===== src/rtl/mem_lsu.sv =====
// mem_lsu: load/store unit between the EX and WB stages.
//   Accepts one request in IDLE, performs at most one data-memory access with
//   a bounded wait, then presents a result to WB until it is taken.
// Ports:
//   clk, rst                 clock, synchronous active-high reset
//   i_valid / o_ready        EX-side request handshake
//   i_result, i_data_store,  request payload (address or ALU result, store
//   i_pc, i_opcode, i_func3  data, PC, opcode, funct3)
//   o_valid / i_wb_ready     WB-side handshake
//   o_wb_data, o_opcode,     WB payload
//   o_misaligned, o_bus_err
//   o_stb, o_wr_en, o_addr,  data-memory request (word address, lane enables)
//   o_wr_data, o_byte_en
//   i_ack, i_read_data       data-memory response
module mem_lsu #(
   parameter int unsigned ADDR_W  = 32,
   parameter int unsigned TIMEOUT = 16
) (
   input  logic              clk,
   input  logic              rst,
   input  logic              i_valid,
   output logic              o_ready,
   input  logic [31:0]       i_result,
   input  logic [31:0]       i_data_store,
   input  logic [31:0]       i_pc,
   input  logic [6:0]        i_opcode,
   input  logic [2:0]        i_func3,
   output logic              o_valid,
   input  logic              i_wb_ready,
   output logic [31:0]       o_wb_data,
   output logic [6:0]        o_opcode,
   output logic              o_misaligned,
   output logic              o_bus_err,
   output logic              o_stb,
   output logic              o_wr_en,
   output logic [ADDR_W-1:0] o_addr,
   output logic [31:0]       o_wr_data,
   output logic [3:0]        o_byte_en,
   input  logic              i_ack,
   input  logic [31:0]       i_read_data
);

   localparam logic [6:0] OP_LD = 7'b0000011;
   localparam logic [6:0] OP_S  = 7'b0100011;
   localparam logic [6:0] OP_J  = 7'b1101111;
   localparam logic [6:0] OP_JR = 7'b1100111;

   localparam int unsigned CNT_W = (TIMEOUT > 0) ? $clog2(TIMEOUT + 1) : 1;

   typedef enum logic [1:0] {
      IDLE,
      BUS,
      RESP
   } state_e;

   state_e            state_q, state_d;
   logic [CNT_W-1:0]  cnt_q, cnt_d;
   logic [31:0]       addr_q, addr_d;
   logic [2:0]        func3_q, func3_d;
   logic [6:0]        opcode_q, opcode_d;
   logic              wr_en_q, wr_en_d;
   logic [31:0]       wr_data_q, wr_data_d;
   logic [3:0]        byte_en_q, byte_en_d;
   logic [31:0]       wb_data_q, wb_data_d;
   logic              misaligned_q, misaligned_d;
   logic              bus_err_q, bus_err_d;

   logic              in_is_mem;
   logic              in_is_store;
   logic              in_aligned;
   logic [31:0]       st_data;
   logic [3:0]        st_be;
   logic [31:0]       ld_shift;
   logic [31:0]       ld_data;
   logic              timeout_hit;

   // Alignment check and store lane steering from the incoming request.
   always_comb begin
      in_is_store = (i_opcode == OP_S);
      in_is_mem   = (i_opcode == OP_LD) || in_is_store;
      in_aligned  = 1'b1;
      st_data     = i_data_store;
      st_be       = 4'b1111;
      case (i_func3[1:0])
         2'b00: begin
            in_aligned = 1'b1;
            st_data    = {4{i_data_store[7:0]}};
            st_be      = 4'b0001 << i_result[1:0];
         end
         2'b01: begin
            in_aligned = ~i_result[0];
            st_data    = {2{i_data_store[15:0]}};
            st_be      = 4'b0011 << i_result[1:0];
         end
         default: begin
            in_aligned = (i_result[1:0] == 2'b00);
            st_data    = i_data_store;
            st_be      = 4'b1111;
         end
      endcase
   end

   // Load lane extraction: move the addressed lane down to bit 0, then extend.
   always_comb begin
      ld_shift = i_read_data >> {addr_q[1:0], 3'b000};
      case (func3_q)
         3'b000:  ld_data = {{24{ld_shift[7]}}, ld_shift[7:0]};
         3'b001:  ld_data = {{16{ld_shift[15]}}, ld_shift[15:0]};
         3'b100:  ld_data = {24'h0, ld_shift[7:0]};
         3'b101:  ld_data = {16'h0, ld_shift[15:0]};
         default: ld_data = ld_shift;
      endcase
   end

   // The counter holds the number of completed no-ack BUS cycles, so the
   // TIMEOUT-th silent cycle is the one where it still reads TIMEOUT-1.
   always_comb begin
      timeout_hit = (TIMEOUT != 0) && (cnt_q == CNT_W'(TIMEOUT - 1));
   end

   // State register and payload flops.
   always_ff @(posedge clk) begin
      if (rst) begin
         state_q      <= IDLE;
         cnt_q        <= '0;
         addr_q       <= '0;
         func3_q      <= '0;
         opcode_q     <= '0;
         wr_en_q      <= 1'b0;
         wr_data_q    <= '0;
         byte_en_q    <= '0;
         wb_data_q    <= '0;
         misaligned_q <= 1'b0;
         bus_err_q    <= 1'b0;
      end else begin
         state_q      <= state_d;
         cnt_q        <= cnt_d;
         addr_q       <= addr_d;
         func3_q      <= func3_d;
         opcode_q     <= opcode_d;
         wr_en_q      <= wr_en_d;
         wr_data_q    <= wr_data_d;
         byte_en_q    <= byte_en_d;
         wb_data_q    <= wb_data_d;
         misaligned_q <= misaligned_d;
         bus_err_q    <= bus_err_d;
      end
   end

   // Next-state and payload update.
   always_comb begin
      state_d      = state_q;
      cnt_d        = cnt_q;
      addr_d       = addr_q;
      func3_d      = func3_q;
      opcode_d     = opcode_q;
      wr_en_d      = wr_en_q;
      wr_data_d    = wr_data_q;
      byte_en_d    = byte_en_q;
      wb_data_d    = wb_data_q;
      misaligned_d = misaligned_q;
      bus_err_d    = bus_err_q;
      case (state_q)
         IDLE: begin
            if (i_valid) begin
               opcode_d     = i_opcode;
               func3_d      = i_func3;
               addr_d       = i_result;
               misaligned_d = 1'b0;
               bus_err_d    = 1'b0;
               wr_en_d      = in_is_store;
               wr_data_d    = in_is_store ? st_data : '0;
               byte_en_d    = st_be;
               cnt_d        = '0;
               if (in_is_mem && in_aligned) begin
                  state_d = BUS;
               end else begin
                  state_d = RESP;
                  if (in_is_mem) begin
                     misaligned_d = 1'b1;
                     wb_data_d    = i_result;
                  end else if ((i_opcode == OP_J) || (i_opcode == OP_JR)) begin
                     wb_data_d = i_pc + 32'd4;
                  end else begin
                     wb_data_d = i_result;
                  end
               end
            end
         end
         BUS: begin
            // An ack in the timeout cycle still counts as a normal completion.
            if (i_ack) begin
               state_d   = RESP;
               wb_data_d = wr_en_q ? '0 : ld_data;
            end else if (timeout_hit) begin
               state_d   = RESP;
               bus_err_d = 1'b1;
               wb_data_d = '0;
            end else begin
               cnt_d = cnt_q + CNT_W'(1);
            end
         end
         RESP: begin
            if (i_wb_ready) begin
               state_d = IDLE;
            end
         end
         default: state_d = IDLE;
      endcase
   end

   // Outputs: memory request is only visible while in BUS.
   always_comb begin
      o_ready      = (state_q == IDLE) && !rst;
      o_valid      = (state_q == RESP);
      o_wb_data    = wb_data_q;
      o_opcode     = opcode_q;
      o_misaligned = misaligned_q;
      o_bus_err    = bus_err_q;
      o_stb        = 1'b0;
      o_wr_en      = 1'b0;
      o_addr       = '0;
      o_wr_data    = '0;
      o_byte_en    = '0;
      if (state_q == BUS) begin
         o_stb     = 1'b1;
         o_wr_en   = wr_en_q;
         o_addr    = {addr_q[ADDR_W-1:2], 2'b00};
         o_wr_data = wr_data_q;
         o_byte_en = byte_en_q;
      end
   end

endmodule


===== config.mk =====
export PLATFORM = sky130hd
export DESIGN_NAME = mem_lsu
export DESIGN_NICKNAME = d
export VERILOG_FILES = /design/src/rtl/mem_lsu.sv
export SDC_FILE = /design/constraint.sdc
export NUM_CORES = 1
export LEC_CHECK = 0
export ABC_CLOCK_PERIOD_IN_PS = 4600
export CAP_MARGIN = 5
export CORE_MARGIN = 8
export CORE_UTILIZATION = 30
export CTS_BUF_LIST = sky130_fd_sc_hd__clkbuf_4 sky130_fd_sc_hd__clkbuf_8
export DETAILED_ROUTE_END_ITERATION = 10
export PLACE_DENSITY = 0.6
export SLEW_MARGIN = 10
export SYNTH_ARGS = -nofsm -noshare
export SYNTH_HDL_FRONTEND = slang
export SYNTH_SLANG_ARGS = --single-unit

===== constraint.sdc =====
create_clock -name clk -period 4.6 [get_ports clk]
set_input_delay 0.46 -clock clk [delete_from_list [all_inputs] [get_ports clk]]
set_output_delay 0.46 -clock clk [all_outputs]
set_load 0.005 [all_outputs]

==> flow_summary.json, run 1 <==
{
  "die_area_um2": 27800,
  "cts_tree": "done",
  "regToRegSetupSlack_ns": 1.94,
  "use_met2": 0.322,
  "yosysUniqueCellTypes": 60,
  "dp_cells": 1369,
  "netlist_area_um2": 6810,
  "share_comb_of_total_power": 0.196,
  "cap_violations": 0,
  "clock_path_buffers": 2,
  "min_period_over_period": 0.697,
  "fin_cells": 1402,
  "ys_top_cells_by_area": "dfxtp_1 35%, nand2_1 7.3%, and2_1 6.2%",
  "rsz0062_at_grt": "no",
  "place_congestion": 0.907,
  "p_sw_frac": 0.292,
  "p_leak_uw": 0.00353,
  "setup-violations-final": 0,
  "p_sw_uw": 787,
  "worst_pin_slew_ns": 1.25,
  "arrival_ns": 2.75,
  "worstHoldPathType": "in -> reg",
  "critPathLaunchType": "flop",
  "cts.clk_slew.worst_paths_ns": 0.08,
  "io_pins": 256,
  "core-area_um2": 22400,
  "synthCells": 889,
  "powerDensity_nw_per_um2": 270,
  "synth_edf_count": 0,
  "root_buffer": "clkbuf_8",
  "final.fill_count": 2296,
  "drcViolationCount": 0,
  "netlist.area_leader.share": 0.353,
  "yosys_warnings": 0,
  "yosys.area.top_type": "dfxtp_1",
  "die_y_um": 167,
  "clock_latency_ns": 0.45,
  "crit_chain": "nand2b_1, inv_2, buf_4, and2_1, clkdlybuf4s50_1",
  "grt_max_degree": 79,
  "finalCriticalPeriod_ns": 3.21,
  "post_cts_buffers": 0,
  "cts_buffers": 17,
  "crit_fanout": 38,
  "finalNetCount": 1249,
  "rows": 55,
  "synthArstFlopShare": 0,
  "cp.required_ns": 4.14,
  "power_uw": 2700,
  "routedWlPerCell_um": 19.8,
  "port_buffers": 253,
  "end_kind": "primary output",
  "use_met1": 0.230,
  "crit_buf_inv": 3,
  "htree_levels": 4,
  "power_frac_clock": 0.388,
  "ys.flop_type": "dfxtp_1",
  "cts_resized": 0,
  "drt_iter0_drc": 596,
  "hold_viol_final": 0,
  "cpMaxStageDelayCell": "clkdlybuf4s50_1",
  "synth_seq_area_share": 0.353,
  "top_usage_layer": "met2",
  "finalClockSkew_ns": 0.0125,
  "critPathTopFamily": "buffers and inverters",
  "internal_power_uw": 1910,
  "finalSetupTns_ns": 0,
  "grt_pass1_wl_mm": 42.5,
  "area.growth.synth_to_final_pct": 46.5,
  "antenna_found_initial": 3,
  "syn_avg_cell_area_um2": 7.66,
  "ir_drop_v": 0.000185,
  "final_area_um2": 9980,
  "placed_area_um2": 9550,
  "max_freq_mhz": 312,
  "routed_via_density": 5.22,
  "grt_pass1_vias": 7251,
  "grt_use_met3": 0.0622,
  "cts_sinks": 120,
  "cpPeakStageDelay_ns": 0.51,
  "drt_pass1_iterations": 5,
  "criticalPathCategory": "reg -> out",
  "totalWireLength_mm": 27.8,
  "hold_buffers": 0,
  "grtUsageTotal": 0.194,
  "synth-seq-cells": 120,
  "grt_overflow_total": 0,
  "dp_hpwl_mm": 20.8,
  "die_w_um": 167,
  "relSlewSlack": 0.165,
  "vias": 7318,
  "start_util": 0.304,
  "status": "completed",
  "drive_gt1_frac": 0.0699,
  "slew_viol_final": 0,
  "sequentialPowerShare": 0.416,
  "ant_nets": 0
}
==> cell usage in the layout (no fill, tap or decap), drive strengths merged, types with 22 or more instances in the layout <==
cell / synthesis / layout
a21oi: 81 / 81
clkdlybuf4s50: 0 / 252
nor3: 28 / 28
o21ai: 53 / 53
nor2: 62 / 62
dfxtp: 120 / 120
nand3: 22 / 22
and2: 68 / 68
nand2: 132 / 132
mux2i: 30 / 30
==> stage by stage <==
stage	utilization	setup WS [ns]	hold slack (ns)
2_1_floorplan	-	2.34	0.417
3_3_place_gp	0.426	1.33	0.426
3_5_place_dp	0.426	1.30	0.435
4_1_cts	0.445	1.30	0.288
5_1_grt	0.445	1.19	0.306
6_report	0.445	1.39	0.314
==> flip-flops by register name (all words and copies together) (netlist names), 2 cells and up <==
register and cells:
func3_q 3, cnt_q 5, wr_data_q 32, o_opcode 7, byte_en_q 4, addr_q 32
o_wb_data 32, state_q 2
==> layout make-up <==
type                       count  area [µm²]  area share
antenna                        1        2.50    0.000251
multi-input combinational    688        4120       0.413
inverter                       9        33.8     0.00339
tap                          285         357      0.0357
clock buffer                  17         234      0.0234
timing repair buffer         267        2640       0.264
sequential                   120        2400       0.241
clock inverter                15         191      0.0192
==> worst paths after layout <==
check                                    from             to  cells after the start
worst max-delay path               state_q[1]     o_addr[14]                      5
worst min-delay path                      rst    o_opcode[1]                      2
worst max register to register     state_q[0]  wr_data_q[29]                      5
worst min register to register  wr_data_q[31]  wr_data_q[31]                      2
==> synthesized netlist by cell type (all sizes together), types with 5 or more instances <==
cell / instances
nor3: 28
nand3: 22
dfxtp: 120
nand2: 132
or3: 7
nor2: 62
nor2b: 11
inv: 9
o21a: 7
o21ai: 53
xnor2: 7
mux2: 15
a21oi: 81
nand2b: 10
a2bb2oi: 7
nor4: 8
a211oi: 19
clkbuf: 59
xor2: 6
a22o: 12
a31oi: 5
a221oi: 8
nand4: 12
buf: 14
a311oi: 12
mux2i: 30
and2: 68
==> power by group through the flow <==
stage	registers (µW)	logic [µW]	clock network, µW
6_report	1120	528	1050
5_1_grt	1130	575	1120
4_1_cts	1120	531	1070
3_5_place_dp	1150	528	0
3_3_place_gp	1140	527	0
2_1_floorplan	1140	236	0
==> cells by family (layout without fill, tap and decap cells) <==
family          Yosys count  count (layout)  synth area share
mux                      46              46            0.0722
flops                   120             120             0.353
other cells               1               3          0.000551
compound gates          238             238             0.225
xor+xnor                 13              13            0.0167
fa+ha+maj                 3               3           0.00551
simple gates            386             386             0.281
buf+inv                  82             308            0.0467
==> worst reg2reg max path, cell delays in order, from the launching register on <==
cell	delay, ns
dfxtp_1	0.37
nand2b_1	0.24
nor2_4	0.56
nand4b_1	0.89
nor2_1	0.39
a22o_1	0.16
==> routing by layer <==
| metal | routed length (µm) | part of all wire |
|---|---|---|
| met5 | 18 | 0.00065 |
| met4 | 711 | 0.026 |
| met2 | 13200 | 0.48 |
| met3 | 2070 | 0.074 |
| met1 | 11800 | 0.42 |
Power figures use the tool's default switching activity.
==> run 2, diff against run 1 <==
--- a/config.mk
+++ b/config.mk
@@ -5,7 +5,7 @@
 export SDC_FILE = /design/constraint.sdc
 export NUM_CORES = 1
 export LEC_CHECK = 0
-export ABC_CLOCK_PERIOD_IN_PS = 4600
+export ABC_CLOCK_PERIOD_IN_PS = 3000
 export CAP_MARGIN = 5
 export CORE_MARGIN = 8
 export CORE_UTILIZATION = 30
==> constraint.sdc (replaced) <==
create_clock -name clk -period 3 [get_ports clk]
set_input_delay 0.3 -clock clk [delete_from_list [all_inputs] [get_ports clk]]
set_output_delay 0.3 -clock clk [all_outputs]
set_load 0.005 [all_outputs]
==> run 2 against run 1 <==
Against the previous run: worst hold slack got worse by 0.0050 ns; first-iteration DRC count is 27% lower; combinational power up 56%; sequential share of layout area decreased by 0.33 points; sequential cell count stayed put; die area unchanged; via count increased by 0.87%; clock power grew 42%; global-route usage increased by 0.47 points; cell area increased by 1.4%; clock-buffer cell count unchanged; critical path type unchanged; critical endpoint is now o_addr[8]; largest cell class unchanged; highest routed layer unchanged.
==> flow_summary.json, run 2 (same netlist as run 1, synthesis figures left out) <==
{
  "p_sw_frac": 0.309,
  "hold_buffers": 0,
  "worst_r2r_path_depth": 8,
  "grt_max_degree": 49,
  "drive_gt1_frac": 0.0886,
  "cts_buffers": 17,
  "routed_via_density": 5.18,
  "io_pins": 256,
  "holdPathEnd": "o_opcode[4]",
  "min_period_over_period": 0.876,
  "p_sw_uw": 1250,
  "powerDensity_nw_per_um2": 399,
  "power_frac_clock": 0.369,
  "grtUsageTotal": 0.199,
  "final_common_cell": "clkdlybuf4s50_1",
  "finalCriticalPeriod_ns": 2.63,
  "status": "completed",
  "cts.clk_slew.worst_paths_ns": 0.09,
  "finalNetCount": 1273,
  "vias": 7382,
  "totalWireLength_mm": 28.4,
  "drt_iter0_drc": 436,
  "routedWlPerCell_um": 19.9,
  "ant_nets": 0,
  "htree_levels": 4,
  "port_buffers": 253,
  "area.growth.synth_to_final_pct": 48.5,
  "place_congestion": 0.900,
  "critPathLaunchType": "flop",
  "root_buffer": "clkbuf_8",
  "p_leak_uw": 0.00364,
  "grt_pass1_vias": 7468,
  "reg2reg_to": "cnt_q[3]",
  "core-area_um2": 22400,
  "drcViolationCount": 0,
  "holdPathStages": 2,
  "dp_hpwl_mm": 21.8,
  "die_area_um2": 27800,
  "worst_pin_slew_ns": 1.01,
  "crit_fanout": 48,
  "finalClockSkew_ns": 0.0176,
  "end_kind": "primary output",
  "share_comb_of_total_power": 0.204,
  "die_y_um": 167,
  "rsz0062_at_grt": "no",
  "clock_path_buffers": 2,
  "cts_resized": 0,
  "holdWs_ns": 0.309,
  "slew_viol_final": 0,
  "finalSetupTns_ns": 0,
  "ir_drop_v": 0.000282,
  "cts_sinks": 120,
  "finalWorstSetupSlack_ns": 0.371,
  "criticalPathCategory": "reg -> out",
  "cts_tree": "done",
  "antenna_found_initial": 3,
  "internal_power_uw": 2790,
  "drt_pass1_iterations": 5,
  "post_cts_buffers": 0,
  "rows": 55,
  "relSlewSlack": 0.327,
  "grt_pass1_wl_mm": 43.7,
  "power_uw": 4030,
  "cp.required_ns": 2.70,
  "worstHoldPathType": "in -> reg",
  "cap_violations": 0,
  "setup-violations-final": 0,
  "hold_viol_final": 0,
  "die_w_um": 167,
  "grt_overflow_total": 0,
  "final_cell_mix": "252 x clkdlybuf4s50_1, 132 x nand2_1, 120 x dfxtp_1",
  "clock_latency_ns": 0.46,
  "max_freq_mhz": 380,
  "crit-reg2reg-launch": "cnt_q[0]",
  "sequentialPowerShare": 0.427,
  "regToRegSetupSlack_ns": 0.60,
  "arrival_ns": 2.33,
  "place_ws_ns": 0.275,
  "start_util": 0.304,
  "hold_start": "rst"
}
==> run 2: critical path, cell delays in order, from the launching register on <==
cell,delay [ns]
dfxtp_1,0.42
nand2b_1,0.25
inv_2,0.08
buf_4,0.37
and2_1,0.19
clkdlybuf4s50_1,0.54
==> run 2: layer usage <==
layer / wire (µm) / part of all wire / vias up / global-route usage
met4: 747 / 0.026 / 4 / 0.0689
met1: 11900 / 0.42 / 3467 / 0.230
li1: - / - / 3647 / -
met5: 23 / 0.00081 / - / 0
met3: 2020 / 0.071 / 41 / 0.0707
met2: 13700 / 0.48 / 223 / 0.337
==> run 2: final cells by class <==
type | count | area [µm²]
clock buffer | 17 | 234
tap | 285 | 357
antenna | 1 | 2.50
timing repair buffer | 291 | 2820
clock inverter | 15 | 156
sequential | 120 | 2400
inverter | 9 | 33.8
fill | 2331 | 12300
multi-input combinational | 688 | 4120
==> run 2: worst max path at each step <==
stage | from | to | slack, ns | depth (start not counted)
after floorplan | cnt_q[0] | cnt_q[3] | 0.82 | 8
after global placement | i_pc[13] | o_wb_data[22] | 0.30 | 7
after detailed placement | i_pc[13] | o_wb_data[23] | 0.27 | 6
after CTS | state_q[1] | o_wr_data[25] | 0.33 | 5
after global routing | state_q[1] | o_addr[10] | 0.18 | 5
final | state_q[1] | o_addr[8] | 0.37 | 5
==> run 2: power groups by stage <==
stage	combinational (µW)	clock (µW)	sequential [µW]
floorplan	361	0	1750
global placement	821	0	1760
detailed placement	822	0	1760
CTS	827	1530	1720
global route	896	1600	1730
finish	822	1490	1720
==> run 2: stage by stage <==
step | instance area [µm²] | cells | util
CTS | 10100 | 1425 | 0.451
finish | 10100 | 1426 | 0.451
detailed placement | 9720 | 1393 | 0.433
global placement | 9720 | 1393 | 0.433
global route | 10100 | 1426 | 0.451
floorplan | 6820 | 890 | -
